$ cat config.mk
export PLATFORM = sky130hd
export DESIGN_NAME = serial_adder
export DESIGN_NICKNAME = d
export VERILOG_FILES = /design/src/rtl/serial_adder_pkg.sv /design/src/rtl/serial_adder_full_adder_cell.sv /design/src/rtl/serial_adder.sv
export SDC_FILE = /design/constraint.sdc
export NUM_CORES = 1
export LEC_CHECK = 0
export CORE_UTILIZATION = 54
export CTS_CLUSTER_SIZE = 24
export DETAILED_ROUTE_END_ITERATION = 12
export HOLD_SLACK_MARGIN = 0.06
export PLACE_DENSITY_LB_ADDON = 0.2
export SLEW_MARGIN = 20
export SYNTH_ARGS = -nofsm -noshare
export SYNTH_HDL_FRONTEND = slang
export SYNTH_SLANG_ARGS = --single-unit
export TNS_END_PERCENT = 100
$ cat constraint.sdc
create_clock -name clk -period 2.2 [get_ports clk]
set_input_delay 0.22 -clock clk [delete_from_list [all_inputs] [get_ports clk]]
set_output_delay 0.22 -clock clk [all_outputs]
set_load 0.01 [all_outputs]
$ cat src/rtl/serial_adder_pkg.sv
// serial_adder_pkg
// Shared definitions for the bit-serial adder slice.
//   stateT  : controller states (S_IDLE waiting for start, S_RUN shifting bits)
//   clog2() : ceiling log2, used to size the bit counter (minimum 1 bit)
package serial_adder_pkg;

    typedef enum logic {
        S_IDLE = 1'b0,
        S_RUN  = 1'b1
    } stateT;

    // Width of a counter that must hold the values 0 .. value-1.
    function automatic int clog2(input int value);
        int bits;
        int remaining;
        bits = 0;
        remaining = value - 1;
        while (remaining > 0) begin
            bits = bits + 1;
            remaining = remaining >> 1;
        end
        return (bits < 1) ? 1 : bits;
    endfunction

endpackage

$ cat src/rtl/serial_adder_full_adder_cell.sv
// full_adder_cell
// Purely combinational single-bit full adder used by serial_adder for every
// bit-step. The carry storage lives in the parent, not here.
// Ports:
//   bitA, bitB : operand bits
//   carryIn    : carry from the previous bit-step
//   sumBit     : bitA ^ bitB ^ carryIn
//   carryOut   : majority of the three inputs
module full_adder_cell (
    input  logic bitA,
    input  logic bitB,
    input  logic carryIn,
    output logic sumBit,
    output logic carryOut
);

    assign sumBit   = bitA ^ bitB ^ carryIn;
    assign carryOut = (bitA & bitB) | (bitA & carryIn) | (bitB & carryIn);

endmodule

$ cat src/rtl/serial_adder.sv
// serial_adder
// Bit-serial adder: captures a WIDTH-bit operand pair on an accepted start,
// adds one bit per clock LSB first, then registers sum, carry-out and signed
// overflow together with a single-cycle done strobe. Latency is WIDTH clocks.
// Optional feature macro: SERIAL_ADDER_SUB_EN adds the sub port; with sub = 1
// at accept the block computes a - b (B inverted, carry forced to 1).
// Ports:
//   clk, rst_n   : rising-edge clock, asynchronous active-low reset
//   start        : request, only looked at while idle
//   a, b, cin    : operands and carry-in, captured on the accept edge
//   sub          : subtract select (SERIAL_ADDER_SUB_EN builds only)
//   busy         : high while bit-steps are in progress
//   done         : one-cycle strobe, results valid
//   sum          : WIDTH-bit result, held until the next result is ready
//   cout         : carry out of the MSB
//   overflow     : carry into MSB xor carry out of MSB
module serial_adder
    import serial_adder_pkg::*;
#(
    parameter int WIDTH = 8
) (
    input  logic             clk,
    input  logic             rst_n,
    input  logic             start,
    input  logic [WIDTH-1:0] a,
    input  logic [WIDTH-1:0] b,
    input  logic             cin,
`ifdef SERIAL_ADDER_SUB_EN
    input  logic             sub,
`endif
    output logic             busy,
    output logic             done,
    output logic [WIDTH-1:0] sum,
    output logic             cout,
    output logic             overflow
);

    localparam int CW = clog2(WIDTH);
    localparam logic [CW-1:0] LAST_STEP = CW'(WIDTH - 1);

    stateT            state;
    stateT            stateNext;
    logic [WIDTH-1:0] shiftA;
    logic [WIDTH-1:0] shiftB;
    logic [WIDTH-1:0] sumShift;
    logic [WIDTH-1:0] sumNext;
    logic             carry;
    logic [CW-1:0]    bitCount;
    logic             stepSum;
    logic             stepCarry;
    logic             accept;
    logic             lastStep;
    logic [WIDTH-1:0] loadB;
    logic             loadCarry;

    // Operand conditioning at accept: subtraction is a + ~b + 1.
`ifdef SERIAL_ADDER_SUB_EN
    always_comb begin
        loadB     = sub ? ~b : b;
        loadCarry = sub ? 1'b1 : cin;
    end
`else
    always_comb begin
        loadB     = b;
        loadCarry = cin;
    end
`endif

    full_adder_cell uCell (
        .bitA     (shiftA[0]),
        .bitB     (shiftB[0]),
        .carryIn  (carry),
        .sumBit   (stepSum),
        .carryOut (stepCarry)
    );

    // New sum bit enters at the MSB; after WIDTH steps the LSB has arrived at bit 0.
    assign sumNext = {stepSum, {(WIDTH-1){1'b0}}} | (sumShift >> 1);

    assign busy = (state == S_RUN);

    // Next-state logic: accept only from idle, leave run after the final bit-step.
    always_comb begin
        stateNext = state;
        accept    = 1'b0;
        lastStep  = 1'b0;
        case (state)
            S_IDLE: begin
                if (start) begin
                    accept    = 1'b1;
                    stateNext = S_RUN;
                end
            end
            S_RUN: begin
                if (bitCount == LAST_STEP) begin
                    lastStep  = 1'b1;
                    stateNext = S_IDLE;
                end
            end
            default: stateNext = S_IDLE;
        endcase
    end

    always_ff @(posedge clk or negedge rst_n) begin
        if (!rst_n) begin
            state <= S_IDLE;
        end else begin
            state <= stateNext;
        end
    end

    // Datapath: load on accept, shift and count while running, and publish
    // results only on the last step so no partial sum is ever visible.
    always_ff @(posedge clk or negedge rst_n) begin
        if (!rst_n) begin
            shiftA   <= '0;
            shiftB   <= '0;
            sumShift <= '0;
            carry    <= 1'b0;
            bitCount <= '0;
            done     <= 1'b0;
            sum      <= '0;
            cout     <= 1'b0;
            overflow <= 1'b0;
        end else begin
            done <= 1'b0;
            if (accept) begin
                shiftA   <= a;
                shiftB   <= loadB;
                carry    <= loadCarry;
                bitCount <= '0;
                sumShift <= '0;
            end else if (state == S_RUN) begin
                shiftA   <= shiftA >> 1;
                shiftB   <= shiftB >> 1;
                sumShift <= sumNext;
                carry    <= stepCarry;
                bitCount <= bitCount + CW'(1);
                if (lastStep) begin
                    sum      <= sumNext;
                    cout     <= stepCarry;
                    overflow <= carry ^ stepCarry;
                    done     <= 1'b1;
                end
            end
        end
    end

endmodule

==> flow_summary.ini, run 1 <==
[outcome]
status = finished clean

[synthesis]
synthFlopType = dfrtp_1
ys_types = 19
synthCells = 137
synthAdderAreaFrac = 0.0268
yosysWarningCount = 0
ys_top_cells_by_area = dfrtp_1, mux2i_1, mux2_4, o21ai_0, nand2_1
synth_async_sr_flop_share = 1.00
synthTopCellsByCount = dfrtp_1, nand2_1, o21ai_0
synth-xor-area-share = 0.00521
synth-seq-cells = 39
synth_top_family_by_area = multiplexers
synth.most_common_cell = dfrtp_1
synthMuxAreaShare = 0.195
netlist.area_leader.share = 0.580
synth-compound-area-share = 0.0811
yosysSeqAreaShare = 0.580
synth_edf_count = 0
yosys.area.top_type = dfrtp_1
syn-num-nets = 160
syn_avg_cell_area_um2 = 12.3
yosys.area_share.simple = 0.0781
syn_area_um2 = 1680

[sta]
timing.final.hold_violations = 0
rsz0062_at_grt = false
final.setup.tns_ps = 0
setup_viol = 0
period_needed_ps = 1790
max_freq_mhz = 558
fin_skew_ps = 6.14
tightestPinTransition_ps = 850
post-route-period-util = 0.815
relSlewSlack = 0.433
report.final.slew_viol_count = 0

[min_path]
hold_depth = 3
hold_start = b[7]
worst_hold_path_type = primary input to register

[clock_network]
clk_latency_ps = 330
tritoncts = done
root_buffer = clkbuf_4
clock_sink_count = 39
htree_levels = 2
cts-hold-fix-buffers = 1
clock_path_buffers = 2
path_clk_slew_ps = 110
cts_resized = 0
cts_made_buffers = 5
cts_setup_buffers = 0

[global_route]
grt_pass1_vias = 1071
top_usage_layer = met2
grt_remaining_overflow = 0
grt_use_met1 = 0.240
grtUsageMet3 = 0.0603
antenna_found_initial = 0
grt.total_usage = 0.187
grt_pass1_wl_um = 4740
grt_max_degree = 40
grtUsageMet2 = 0.307

[placement]
dpl_cell_area_um2 = 2000
portBuffers = 31
gp_congestion = 0.716
post-dp-hpwl_um = 1940

[route]
via_count = 1080
wire_per_inst_um = 13.7
drc = 0
ant_nets = 0
wirelength_um = 2770
dr.pass1.iters = 4
drt_iter0_drc = 34
viasPerCell = 5.35

[setup_path]
path_delay_family = buffers and inverters
criticalPathCategory = register to primary output
crit_start = busy
cp.arrival_ps = 1570
cp-end-kind = primary output
timing.critical_path.buf_inv = 2
cp.depth = 2
crit_chain = buf_4 -> clkdlybuf4s50_1
worstPathMaxFanout = 17
start_kind = register
reg2reg_from = bitCount[0]
max_stage_delay_ps = 560
ff2ff_path_depth = 4
cp.required_ps = 1980
crit_path_top_delay_cell = clkdlybuf4s50_1

[power_and_ir_drop]
pwr-share-seq = 0.455
p_int_mw = 1.79
power_density_nw_per_um2 = 1240
power_frac_clock = 0.187
peakVddDrop_uv = 632
power.leakage_nw = 1.01
swShare = 0.309
combPwrFrac = 0.358
p_sw_mw = 0.804

[floorplan]
die_w_um = 57.8
coreArea_um2 = 2850
die_h_um = 57.8
dieArea_um2 = 3340
initial_core_util = 0.589
rows = 19
ioPinCount = 32

[final_layout]
final_nets = 193
stdcell_area_um2 = 2090
n_antenna_cell = 0
syn_to_final_growth_pct = 24.4
drive_above_1_share = 0.135

[run]
drv_cap = 0
[flip-flops by register name (all words and copies together) (netlist names)]
name	cells
bitCount	3
busy	1
carry	1
cout	1
done	1
overflow	1
shiftA	8
shiftB	8
sum	8
sumShift	7
[path summary, 6_finish.rpt]
check                                   end  slack (ps)
worst max-delay path                   busy         410
worst max register to register       sum[3]         460
max in group asynchronous       sumShift[7]        1150
worst min-delay path              shiftB[7]         490
min in group asynchronous              done         520
worst min register to register    shiftB[3]         490
[worst min-delay path, delay by kind of cell]
family                 cells  cell delay [ps]
buffers and inverters      1              390
AND/OR/NAND/NOR            1               50
multiplexers               1              130
[cells in the final DEF, fill, tap and decap left out]
master,netlist,routed
clkbuf_4,0,5
bufinv_16,0,1
nor2_1,3,3
dlygate4sd3_1,0,1
clkinv_2,0,1
nand2_1,22,22
o21ai_0,19,19
dfrtp_1,39,39
buf_2,3,1
o21ai_1,2,2
mux2_4,9,9
buf_4,2,3
fa_1,1,1
clkbuf_8,0,1
xor2_1,1,1
inv_1,1,1
a22o_1,3,3
mux2_2,2,2
ha_1,2,2
nand2b_1,6,6
a21oi_1,1,1
clkdlybuf4s50_1,0,30
mux2i_1,17,17
[cell type report]
| type | instances | area (um^2) |
|---|---|---|
| multi-input combinational | 88 | 649 |
| fill | 213 | 761 |
| sequential | 39 | 976 |
| timing repair buffer | 35 | 338 |
| clock inverter | 2 | 35.0 |
| tap | 31 | 38.8 |
| inverter | 1 | 3.75 |
| clock buffer | 6 | 51.3 |
[routing by layer]
layer  routed length (um)  part of all wire
met1                 1280              0.46
met2                 1340              0.48
met3                  109             0.039
met4                   39             0.014
met5                    0                 0
[power groups by stage]
stage	clock [mW]	combinational (mW)	sequential [mW]
detailed placement	0	0.936	1.20
CTS	0.502	0.945	1.19
floorplan	0	0.589	1.19
global placement	0	0.895	1.18
finish	0.487	0.930	1.18
global route	0.528	1.04	1.22
[cell families (layout without fill, tap and decap cells)]
family / Yosys count / in the layout
flip-flops: 39 / 39
buffers and inverters: 10 / 44
adder cells (fa/ha/maj): 3 / 3
multiplexers: 28 / 28
AND/OR/NAND/NOR: 31 / 31
AO/OA/AOI/OAI: 25 / 25
XOR/XNOR: 1 / 1
[metrics by stage]
stage | hold slack (ps) | instances | util | setup WS, ps | power [mW]
after floorplan | -75.6 | 137 | - | 785 | 1.78
after global placement | 352 | 193 | 0.700 | 511 | 2.08
after detailed placement | 364 | 193 | 0.700 | 455 | 2.14
after CTS | 473 | 202 | 0.733 | 381 | 2.63
after global routing | 515 | 202 | 0.733 | 303 | 2.78
final | 488 | 202 | 0.733 | 407 | 2.60
No activity file was read; power rests on OpenSTA's default activity.
==> inputs of run 2 (changes only) <==
CORE_UTILIZATION = 46   (was 54)
clock period = 1.48 ns   (was 2.2 ns; I/O delays follow)
==> run 2 against run 1 <==
- register-to-register slack worse by 400 ps
- clock skew is 2.7 ps higher
- total power is 46% higher
- clock-buffer cell count stayed put
- sequential share of layout area is 2.0 points lower
- routed wire length is 4.6% higher
- highest routed layer unchanged
==> flow_summary.ini, run 2 (synthesis gave the netlist of run 1 again) <==
[final_layout]
layout_common_cells = dfrtp_1, clkdlybuf4s50_1, nand2_1
syn_to_final_growth_pct = 30.1
final_common_cell = dfrtp_1
drive_above_1_share = 0.183
n_antenna_cell = 0
final_nets = 198
top_regs = shiftA (8), shiftB (8), sum (8)
stdcell_count = 221
nFillCells = 282

[setup_path]
start_kind = register
crit_path_top_delay_cell = dfrtp_1
cp.arrival_ps = 1650
max_stage_delay_ps = 400
cp-end-kind = register
cp.required_ps = 1710
crit_chain = ha_2 -> ha_2 -> nand2_4 -> buf_12 -> mux2_2
worstPathMaxFanout = 6
cpMostUsedCell = ha_2
criticalPathCategory = register to register

[global_route]
top_usage_layer = met2
antenna_found_initial = 0
grt_max_degree = 28
grtUsageMet2 = 0.257
grt.total_usage = 0.165
grtUsageMet3 = 0.0474
grt_remaining_overflow = 0
grt_pass1_vias = 1101
grt_use_met1 = 0.208
grt_pass1_wl_um = 4890

[floorplan]
ioPinCount = 32
initial_core_util = 0.492
coreArea_um2 = 3420
die_h_um = 62.5
rows = 21
die_w_um = 62.5
dieArea_um2 = 3900

[sta]
relSlewSlack = 0.700
finalWorstSetupSlack_ps = 60.2
final.setup.tns_ps = 0
setup_viol = 0
report.final.slew_viol_count = 0
post-route-period-util = 0.959
fin_skew_ps = 8.82
period_needed_ps = 1420
timing.final.hold_violations = 0
max_freq_mhz = 704
fin_hold_ws_ps = 274
tightestPinTransition_ps = 451
rsz0062_at_grt = false

[placement]
dp.cells = 211
post-place-ws_ps = -7.03
gp_congestion = 0.653
post-dp-hpwl_um = 1970
portBuffers = 31

[route]
drt_iter0_drc = 20
ant_nets = 0
dr.pass1.iters = 4
via_count = 1092
wirelength_um = 2890
viasPerCell = 4.94
drc = 0
wire_per_inst_um = 13.1

[run]
drv_cap = 0

[clock_network]
clock_sink_count = 39
root_buffer = clkbuf_4
cts_made_buffers = 5
clock_path_buffers = 2
path_clk_slew_ps = 110
clk_latency_ps = 340
htree_levels = 2
tritoncts = done

[power_and_ir_drop]
peakVddDrop_uv = 1030
power_density_nw_per_um2 = 1740
power.leakage_nw = 1.05

[min_path]
worst_hold_path_type = primary input to async pin

[outcome]
status = finished clean
[run 2: final cells by class]
cell class | instances | area (um^2) | area share
clock buffer | 6 | 51.3 | 0.0234
clock inverter | 1 | 5.00 | 0.00229
inverter | 1 | 3.75 | 0.00172
multi-input combinational | 88 | 664 | 0.304
sequential | 39 | 977 | 0.447
tap | 46 | 57.6 | 0.0263
timing repair buffer | 40 | 429 | 0.196
[run 2: repair_timing]
item | in CTS | in global routing
endpoints found under the hold margin | 17 | 0
hold buffers | 1 | 0
cloned | 0 | 1
buffers inserted | 0 | 1
endpoints found under the setup margin | 2 | 10
pin swaps | 0 | 1
resized for setup | 2 | 5
[run 2: critical path, delay by kind of cell, from the launching register on]
| kind | cells | cell delay [ps] |
|---|---|---|
| flops | 1 | 400 |
| buf+inv | 1 | 130 |
| mux | 1 | 320 |
| simple gates | 1 | 90 |
| fa+ha+maj | 2 | 380 |
[run 2: report_power, final]
| group | switching (mW) | internal (mW) |
|---|---|---|
| clock | 0.328 | 0.220 |
| combinational | 0.614 | 0.880 |
| sequential | 0.281 | 1.48 |
| total | 1.22 | 2.58 |
[run 2: per-layer routing]
layer | routed length (um) | share of wire
met1 | 1350 | 0.47
met2 | 1370 | 0.47
met3 | 109 | 0.038
met4 | 62 | 0.021
met5 | 0 | 0
[run 2: path summary, 6_finish.rpt]
| kind | from | endpoint | slack [ps] | depth (start not counted) |
|---|---|---|---|---|
| max | bitCount[0] | sum[3] | 60 | 5 |
| min in group clk | b[7] | shiftB[7] | 400 | 3 |
| max in group asynchronous | rst_n | sumShift[4] | 730 | 3 |
| max reg2reg | bitCount[0] | sum[3] | 60 | 5 |
| min | rst_n | shiftB[7] | 270 | 2 |
| min reg2reg | shiftB[3] | shiftB[2] | 490 | 2 |
[run 2: metrics by stage]
stage | util | power, mW | area [um^2]
2_1_floorplan | - | 2.64 | 1680
3_3_place_gp | 0.607 | 3.14 | 2070
3_5_place_dp | 0.607 | 3.22 | 2070
4_1_cts | 0.627 | 3.76 | 2140
5_1_grt | 0.641 | 4.11 | 2190
6_report | 0.641 | 3.81 | 2190
==> inputs of run 3 (changes only) <==
CORE_UTILIZATION = 48   (was 46)
CTS_BUF_LIST = sky130_fd_sc_hd__clkbuf_2   (was not set)
CTS_CLUSTER_DIAMETER = 30   (was not set)
==> run 3 against run 2 <==
- hold slack gained 33 ps
- largest power group unchanged
- clock power is 48% higher
- setup slack lost 8.1 ps
- first-iteration DRC count rose by 150%
- sequential power is 3% lower
- critical endpoint is now sum[1]
- register-to-register slack about the same
==> flow_summary.ini, run 3 (synthesis gave the netlist of run 1 again) <==
[outcome]
status = finished clean

[route]
drc = 0
ant_nets = 0
dr.pass1.iters = 4
wire_per_inst_um = 13.8
drt_iter0_drc = 49
wirelength_um = 3220
viasPerCell = 5.00
via_count = 1164

[min_path]
worst_hold_path_type = primary input to async pin

[global_route]
grt_pass1_vias = 1087
antenna_found_initial = 0
grt_pass1_wl_um = 4860
grt_remaining_overflow = 0
grt_max_degree = 46
grt.total_usage = 0.187

[setup_path]
crit_start = bitCount[0]
cp.required_ps = 1780
cp-end-kind = register
start_kind = register
worstPathMaxFanout = 5
criticalPathCategory = register to register
reg2reg_from = bitCount[0]
cp.arrival_ps = 1730

[sta]
relSlewSlack = 0.674
fin_skew_ps = 13.6
rsz0062_at_grt = false
period_needed_ps = 1430
timing.final.hold_violations = 0
final.setup.tns_ps = 0
post-route-period-util = 0.965
tightestPinTransition_ps = 490
max_freq_mhz = 700
report.final.slew_viol_count = 0
setup_viol = 0

[power_and_ir_drop]
power.leakage_nw = 1.16
power_frac_clock = 0.193
p_sw_mw = 1.33
swShare = 0.316
power_density_nw_per_um2 = 1840
peakVddDrop_uv = 1190
p_int_mw = 2.87
pwr-share-seq = 0.411
combPwrFrac = 0.396

[final_layout]
n_antenna_cell = 0
top_regs = shiftA (8), shiftB (8), sum (8)
nFillCells = 266
drive_above_1_share = 0.230
final_common_cell = dfrtp_1
final_nets = 209
stdcell_count = 233
syn_to_final_growth_pct = 35.7
layout_common_cells = dfrtp_1, nand2_1, o21ai_0

[clock_network]
clk_latency_ps = 390
path_clk_slew_ps = 210
tritoncts = done
htree_levels = 2
clock_sink_count = 39
root_buffer = clkbuf_2
clock_path_buffers = 2
cts_made_buffers = 5

[floorplan]
die_w_um = 61.2
die_h_um = 61.2
coreArea_um2 = 3340
initial_core_util = 0.504
ioPinCount = 32
rows = 21
dieArea_um2 = 3740

[run]
drv_cap = 0

[placement]
portBuffers = 31
dp.cells = 212
post-dp-hpwl_um = 2080
gp_congestion = 0.738
-- run 3: timing repair --
| item | CTS | global route |
|---|---|---|
| cloned | 0 | 1 |
| pin swaps | 0 | 1 |
| setup buffers | 10 | 1 |
| endpoints found under the hold margin | 39 | 0 |
| resized for setup | 13 | 4 |
| hold buffers | 1 | 0 |
| setup endpoints to repair | 16 | 11 |
-- run 3: metrics by stage --
stage | cell area [um^2] | setup slack, ps | utilization | power, mW | hold slack, ps
after global routing | 2280 | 9.54 | 0.684 | 4.48 | 309
after CTS | 2240 | 2.82 | 0.670 | 4.14 | 301
after detailed placement | 2070 | -3.34 | 0.620 | 3.25 | 229
after floorplan | 1680 | 65.5 | - | 2.64 | -148
final | 2280 | 52.1 | 0.684 | 4.20 | 307
after global placement | 2070 | 29.5 | 0.620 | 3.14 | 215
-- run 3: cell type report --
cell class | count | area, um^2 | share of cell area
tap | 46 | 57.6 | 0.0252
timing repair buffer | 51 | 489 | 0.214
clock inverter | 3 | 67.6 | 0.0296
multi-input combinational | 88 | 662 | 0.290
clock buffer | 5 | 25.0 | 0.0110
inverter | 1 | 3.75 | 0.00164
sequential | 39 | 977 | 0.428
-- run 3: worst max-delay path: stages, from the launching register on --
cell	delay, ps
dfrtp_1	430
ha_2	190
ha_2	190
nand2_4	90
clkbuf_16	150
mux2_4	290
-- run 3: per-layer routing --
metal / share of wire / track usage / vias up
li1: - / - / 567
met1: 0.45 / 0.240 / 568
met2: 0.50 / 0.293 / 24
met3: 0.040 / 0.0651 / 5
met4: 0.013 / 0.0747 / 0
met5: 0 / 0 / -
-- run 3: power by group through the flow --
stage,clock network [mW],logic (mW),registers [mW]
2_1_floorplan,0,0.875,1.77
3_3_place_gp,0,1.39,1.74
3_5_place_dp,0,1.47,1.78
4_1_cts,0.831,1.59,1.72
5_1_grt,0.875,1.83,1.77
6_report,0.811,1.66,1.72
-- run 3: worst paths after layout --
| path | to | slack, ps | cells after the start |
|---|---|---|---|
| max in group asynchronous | busy | 810 | 3 |
| max reg2reg | sum[1] | 50 | 5 |
| min | sumShift[5] | 310 | 3 |
| min in group clk | shiftA[7] | 350 | 3 |
| min reg2reg | shiftB[4] | 500 | 2 |
| max | sum[1] | 50 | 5 |
